**config.mk**
```make
export PLATFORM = sky130hd
export DESIGN_NAME = nibble_serial_adder_ctrl_flat
export DESIGN_NICKNAME = d
export VERILOG_FILES = /design/src/rtl/nibble_serial_adder_ctrl_if.sv /design/src/rtl/nibble_serial_adder_ctrl.sv /design/src/flat_wrapper.sv
export SDC_FILE = /design/constraint.sdc
export NUM_CORES = 1
export LEC_CHECK = 0
export ABC_AREA = 1
export CORE_MARGIN = 2
export CORE_UTILIZATION = 46
export DETAILED_ROUTE_END_ITERATION = 10
export PLACE_DENSITY = 0.73
export SLEW_MARGIN = 20
export SYNTH_ARGS = -nofsm -noshare
export SYNTH_HDL_FRONTEND = slang
export SYNTH_SLANG_ARGS = --single-unit
```
**constraint.sdc**
```tcl
create_clock -name clk -period 3.2 [get_ports clk]
set_clock_uncertainty 0.05 [all_clocks]
set_input_delay 0.64 -clock clk [delete_from_list [all_inputs] [get_ports clk]]
set_output_delay 0.64 -clock clk [all_outputs]
set_load 0.01 [all_outputs]
```
**src/rtl/nibble_serial_adder_ctrl_if.sv**
```systemverilog
`default_nettype none
// ============================================================================
// nibble_serial_adder_ctrl_if : operand/result handshakes and adder-side bus
// Rev 1.0
// ============================================================================
interface nibble_serial_adder_ctrl_if #(
    parameter int NIBBLES = 4
);
    localparam int W = 4 * NIBBLES;

    logic         in_valid;
    logic         in_ready;
    logic [W-1:0] in_a;
    logic [W-1:0] in_b;
    logic         in_cin;

    logic [3:0]   add_a;
    logic [3:0]   add_b;
    logic         add_c0;
    logic [3:0]   add_s;
    logic         add_c4;

    logic         out_valid;
    logic         out_ready;
    logic [W-1:0] out_sum;
    logic         out_cout;
    logic         out_ovf;

    // The controller side; the external adder and up/downstream sit on master.
    modport slave (
        input  in_valid, in_a, in_b, in_cin, add_s, add_c4, out_ready,
        output in_ready, add_a, add_b, add_c0, out_valid, out_sum, out_cout, out_ovf
    );

    modport master (
        output in_valid, in_a, in_b, in_cin, add_s, add_c4, out_ready,
        input  in_ready, add_a, add_b, add_c0, out_valid, out_sum, out_cout, out_ovf
    );
endinterface
`default_nettype wire

```
**src/rtl/nibble_serial_adder_ctrl.sv**
```systemverilog
`default_nettype none
// ============================================================================
// nibble_serial_adder_ctrl : streams W-bit operands one nibble per clock
// through an external 4-bit adder and returns the assembled sum.  Rev 1.0
// ============================================================================
module nibble_serial_adder_ctrl #(
    parameter int NIBBLES = 4
) (
    input  wire logic                  clk,
    input  wire logic                  rst_n,
    nibble_serial_adder_ctrl_if.slave  bus
);
    localparam int W     = 4 * NIBBLES;
    localparam int IDX_W = (NIBBLES > 1) ? $clog2(NIBBLES) : 1;

    typedef enum logic [1:0] {
        S_IDLE = 2'd0,
        S_RUN  = 2'd1,
        S_DONE = 2'd2
    } state_t;

    state_t           state_q, state_d;
    logic [W-1:0]     a_q, a_d;
    logic [W-1:0]     b_q, b_d;
    logic             carry_q, carry_d;
    logic [IDX_W-1:0] idx_q, idx_d;
    logic [W-1:0]     sum_q, sum_d;
    logic [W-1:0]     out_sum_q, out_sum_d;
    logic             out_cout_q, out_cout_d;
    logic             out_ovf_q, out_ovf_d;

    logic [IDX_W+1:0] w_base;
    logic             w_run;
    logic             w_last;

    assign w_base = {idx_q, 2'b00};
    assign w_run  = (state_q == S_RUN);
    assign w_last = (idx_q == IDX_W'(NIBBLES - 1));

    always_ff @(posedge clk or negedge rst_n) begin
        if (!rst_n) begin
            state_q    <= S_IDLE;
            a_q        <= '0;
            b_q        <= '0;
            carry_q    <= 1'b0;
            idx_q      <= '0;
            sum_q      <= '0;
            out_sum_q  <= '0;
            out_cout_q <= 1'b0;
            out_ovf_q  <= 1'b0;
        end else begin
            state_q    <= state_d;
            a_q        <= a_d;
            b_q        <= b_d;
            carry_q    <= carry_d;
            idx_q      <= idx_d;
            sum_q      <= sum_d;
            out_sum_q  <= out_sum_d;
            out_cout_q <= out_cout_d;
            out_ovf_q  <= out_ovf_d;
        end
    end

    always_comb begin
        state_d    = state_q;
        a_d        = a_q;
        b_d        = b_q;
        carry_d    = carry_q;
        idx_d      = idx_q;
        sum_d      = sum_q;
        out_sum_d  = out_sum_q;
        out_cout_d = out_cout_q;
        out_ovf_d  = out_ovf_q;

        case (state_q)
            S_IDLE: begin
                if (bus.in_valid) begin
                    a_d     = bus.in_a;
                    b_d     = bus.in_b;
                    carry_d = bus.in_cin;
                    idx_d   = '0;
                    sum_d   = '0;
                    state_d = S_RUN;
                end
            end
            S_RUN: begin
                sum_d[w_base +: 4] = bus.add_s;
                carry_d            = bus.add_c4;
                if (w_last) begin
                    // Result registers are separate from sum_q so they hold
                    // through the next transaction, which clears sum_q.
                    out_sum_d  = sum_d;
                    out_cout_d = bus.add_c4;
                    out_ovf_d  = (a_q[W-1] == b_q[W-1]) && (sum_d[W-1] != a_q[W-1]);
                    state_d    = S_DONE;
                end else begin
                    idx_d = idx_q + IDX_W'(1);
                end
            end
            S_DONE: begin
                if (bus.out_ready) begin
                    state_d = S_IDLE;
                end
            end
            default: state_d = S_IDLE;
        endcase
    end

    assign bus.in_ready  = (state_q == S_IDLE);
    assign bus.out_valid = (state_q == S_DONE);
    assign bus.out_sum   = out_sum_q;
    assign bus.out_cout  = out_cout_q;
    assign bus.out_ovf   = out_ovf_q;

    assign bus.add_a  = w_run ? a_q[w_base +: 4] : 4'h0;
    assign bus.add_b  = w_run ? b_q[w_base +: 4] : 4'h0;
    assign bus.add_c0 = w_run ? carry_q : 1'b0;

endmodule
`default_nettype wire
```
**src/flat_wrapper.sv**
```systemverilog
// flat-port wrapper written by rule: the top's interface ports become plain ports
module nibble_serial_adder_ctrl_flat 
#(
    parameter int NIBBLES = 4
)
  (clk, rst_n, bus_in_valid, bus_in_a, bus_in_b, bus_in_cin, bus_add_s, bus_add_c4, bus_out_ready, bus_in_ready, bus_add_a, bus_add_b, bus_add_c0, bus_out_valid, bus_out_sum, bus_out_cout, bus_out_ovf);
  nibble_serial_adder_ctrl_if #(.NIBBLES(NIBBLES)) bus_i ();
  input  wire logic clk;
  input  wire logic rst_n;
  input wire logic [$bits(bus_i.in_valid)-1:0] bus_in_valid;
  input wire logic [$bits(bus_i.in_a)-1:0] bus_in_a;
  input wire logic [$bits(bus_i.in_b)-1:0] bus_in_b;
  input wire logic [$bits(bus_i.in_cin)-1:0] bus_in_cin;
  input wire logic [$bits(bus_i.add_s)-1:0] bus_add_s;
  input wire logic [$bits(bus_i.add_c4)-1:0] bus_add_c4;
  input wire logic [$bits(bus_i.out_ready)-1:0] bus_out_ready;
  output wire logic [$bits(bus_i.in_ready)-1:0] bus_in_ready;
  output wire logic [$bits(bus_i.add_a)-1:0] bus_add_a;
  output wire logic [$bits(bus_i.add_b)-1:0] bus_add_b;
  output wire logic [$bits(bus_i.add_c0)-1:0] bus_add_c0;
  output wire logic [$bits(bus_i.out_valid)-1:0] bus_out_valid;
  output wire logic [$bits(bus_i.out_sum)-1:0] bus_out_sum;
  output wire logic [$bits(bus_i.out_cout)-1:0] bus_out_cout;
  output wire logic [$bits(bus_i.out_ovf)-1:0] bus_out_ovf;
  assign bus_i.in_valid = bus_in_valid;
  assign bus_i.in_a = bus_in_a;
  assign bus_i.in_b = bus_in_b;
  assign bus_i.in_cin = bus_in_cin;
  assign bus_i.add_s = bus_add_s;
  assign bus_i.add_c4 = bus_add_c4;
  assign bus_i.out_ready = bus_out_ready;
  assign bus_in_ready = bus_i.in_ready;
  assign bus_add_a = bus_i.add_a;
  assign bus_add_b = bus_i.add_b;
  assign bus_add_c0 = bus_i.add_c0;
  assign bus_out_valid = bus_i.out_valid;
  assign bus_out_sum = bus_i.out_sum;
  assign bus_out_cout = bus_i.out_cout;
  assign bus_out_ovf = bus_i.out_ovf;
  nibble_serial_adder_ctrl #(.NIBBLES(NIBBLES)) u_core (.clk(clk), .rst_n(rst_n), .bus(bus_i));
endmodule
```
==> results of run 1 <==
[per-layer routing]
metal | vias to the layer above | wire length, µm
met5 | - | 0
met4 | 0 | 164
met3 | 15 | 485
met2 | 103 | 3658
met1 | 1365 | 3397
li1 | 1453 | -
[per-stage QoR]
step | util (%) | setup WS [ns]
global route | 59.73 | 0.2735
CTS | 59.73 | 0.4046
detailed placement | 57.07 | 0.7792
global placement | 57.07 | 0.8393
floorplan | - | 1.314
finish | 59.73 | 0.4374
[final timing paths]
check / slack (ns) / startpoint / end / cells after the start
setup reg to reg: 1.17 / u_core.idx_q[1]$_DFFE_PN0P_ / u_core.sum_q[4]$_DFFE_PN0P_ / 8
setup / recovery: 0.44 / u_core.idx_q[1]$_DFFE_PN0P_ / bus_add_a[2] / 5
hold / removal: 0.43 / rst_n / u_core.bus.out_cout$_DFFE_PN0P_ / 2
min in group clk: 0.43 / u_core.bus.out_sum[5]$_DFFE_PN0P_ / u_core.bus.out_sum[5]$_DFFE_PN0P_ / 2
max in group asynchronous: 2.08 / rst_n / u_core.b_q[14]$_DFFE_PN0P_ / 2
hold reg to reg: 0.43 / u_core.bus.out_sum[5]$_DFFE_PN0P_ / u_core.bus.out_sum[5]$_DFFE_PN0P_ / 2
[power groups by stage]
| stage | Sequential [mW] | Clock [mW] | Combinational (mW) |
|---|---|---|---|
| CTS | 1.49 | 0.716 | 1.77 |
| finish | 1.49 | 0.699 | 1.76 |
| floorplan | 1.46 | 0 | 1.14 |
| global placement | 1.49 | 0 | 1.74 |
| global route | 1.52 | 0.758 | 1.99 |
| detailed placement | 1.50 | 0 | 1.76 |
[registers in the layout, indices dropped and copies added (netlist names)]
| register | flops |
|---|---|
| u_core.a_q | 16 |
| u_core.b_q | 16 |
| u_core.bus.out_cout | 1 |
| u_core.bus.out_ovf | 1 |
| u_core.bus.out_sum | 16 |
| u_core.carry_q | 1 |
| u_core.idx_q | 2 |
| u_core.state_q | 2 |
| u_core.sum_q | 16 |
[cell families (layout without fill, tap and decap cells)]
logic type	after synthesis	in the layout	share of synthesized area [%]
fa+ha+maj	6	6	2.248
buf+inv	47	119	6.669
compound gates	60	60	9.817
flops	71	71	53.20
simple gates	237	237	28.06
[cells in the final DEF (no fill, tap or decap), drive strengths merged]
master and instances:
nand2 187, bufinv 1, nand3 9, o22ai 16, clkdlybuf4s50 69, o31ai 1, dfrtp 71, a21oi 8
nor2 41, clkinv 3, clkbuf 12, o21ai 33, ha 6, inv 31, a22oi 1, buf 3
o21bai 1
[worst max-delay path, stage by stage (launching register included)]
cell	delay (ns)
dfrtp_1	0.58
inv_2	0.20
nor2_1	0.13
o21ai_0	0.08
a21oi_1	0.18
clkdlybuf4s50_1	0.56
[area by class of cell]
| cell class | count | share of cell area (%) |
|---|---|---|
| clock buffer | 12 | 3.405 |
| clock inverter | 4 | 1.057 |
| inverter | 31 | 2.847 |
| multi-input combinational | 303 | 31.44 |
| sequential | 71 | 41.68 |
| tap | 99 | 2.906 |
| timing repair buffer | 72 | 16.67 |
==> metrics.txt, run 1 <==
initial antenna violation count=0; DP Area=4073 µm²; critical path class=flop to output port; hold_buf cts=0; Clk Latency, worst-skew pair=0.34 ns; DRC=0; pins over their slew limit=0; leak pwr=2.080 nW; core area=7137 µm²; diodes inserted=0; Synth top cells by count=184 x nand2_1, 71 x dfrtp_1, 39 x nor2_1; area grow syn2layout=27.65%; Final TNS setup=0 ns; Vias=2936; placed insts=576; met1 usage=26.50%; Avg WL per Cell=13.02 µm; global placement routability congestion=0.8664; final hold slack=0.4312 ns; Die H=89.21 µm; sw frac=40.18%; post-CTS setup buffers=0; sequential cell fraction of total power=37.7%; fin area=4263 µm²; Syn. warnings=0; Seq/Total Area, Yosys=53.20%; layout cells sized above 1=5.477%; TritonCTS clock tree=yes; Via density=4.959; synthesized instance count=421; count of nets after finishing=536; Longest Clk Path Bufs=2; CP Max Fanout=12; Final setup viols=0; Reg area=1777 µm²; Mapped Area=3339 µm²; GRT Overall Usage=21.42%; pin count of the biggest net entering global routing=72; # resized after CTS=0; outcome=complete, no violations; Final Cycle Share=86.33%; routing usage on met3=7.387%; unrepaired setup endpoints after global routing=no; Worst VDD drop=0.4901 mV; CTS sink cnt=71; Critical Path RT=2.51 ns; Chip Width=89.21 µm; EDFF count, synth=0; Netlist cell types=23; Synth area leader=dfrtp_1; post-detail-place hpwl=5358 µm; Cell Count, Final, Fillers Out=592; combinational share of power=44.6%; GRT busiest layer=met2; Mapped Nets=469; Tmin final=2.763 ns; P_sw=1.589 mW; CTS H-tree lvls=3; num rows=31; cell with the most instances after synthesis=nand2_1; Pint=2.366 mW; clock power share=17.7%; Routed WL=7706 µm; max-capacitance violation count=0; met2 Usage GRT=35.35%; #FFs+latches synth=71; Async S/R FF share, synth=100.0%; Slew HR=41.06%; I/O Buffers=70; f_max=362.0 MHz; vias in the first global route=2834; First-pass DRT Iterations=4; Post-DRT Antenna Nets=0; Worst Hold Class=input port to async pin; pwr/cell area=927.9 nW/µm²; Setup crit start kind=flop; full die area=7958 µm²; CTS Root Cell=clkbuf_8; first-pass GRT wire length=12960 µm; total power=3.955 mW; Post-Syn Area per Cell=7.932 µm²; area share of the largest cell type after synthesis=53.20%; CP Capture Type=output port; CTS clk-pin slew, worst paths=0.07 ns; endpoints failing hold=0; Starting DRT DRC Count=176; GRT overflow=0; FILL cells=666; dominant cells by area after synthesis=dfrtp_1 53%, nand2_1 21%, o21ai_0 4.8%; Inserted Clock Buffers=9; Top FF cell, synth=dfrtp_1; Worst Max-Slew Pin Slew=0.8841 ns; # IOs=71; Critical Path AT=2.07 ns; multi-input logic area=1340 µm²; Initial Util=46.79%
(Power assumes the default switching activity.)
==> run 2, diff against run 1 <==
--- a/config.mk
+++ b/config.mk
@@ -10,7 +10,6 @@
 export CORE_UTILIZATION = 46
 export DETAILED_ROUTE_END_ITERATION = 10
 export PLACE_DENSITY = 0.73
-export SLEW_MARGIN = 20
 export SYNTH_ARGS = -nofsm -noshare
 export SYNTH_HDL_FRONTEND = slang
 export SYNTH_SLANG_ARGS = --single-unit
==> results of run 2 <==
The final DEF is identical to that of run 1; final timing and power are the same.
==> run 3, diff against run 2 <==
--- a/config.mk
+++ b/config.mk
@@ -6,6 +6,7 @@
 export NUM_CORES = 1
 export LEC_CHECK = 0
 export ABC_AREA = 1
+export ABC_CLOCK_PERIOD_IN_PS = 3200
 export CORE_MARGIN = 2
 export CORE_UTILIZATION = 46
 export DETAILED_ROUTE_END_ITERATION = 10
==> results of run 3 <==
The final DEF is identical to that of run 1; final timing and power are the same.
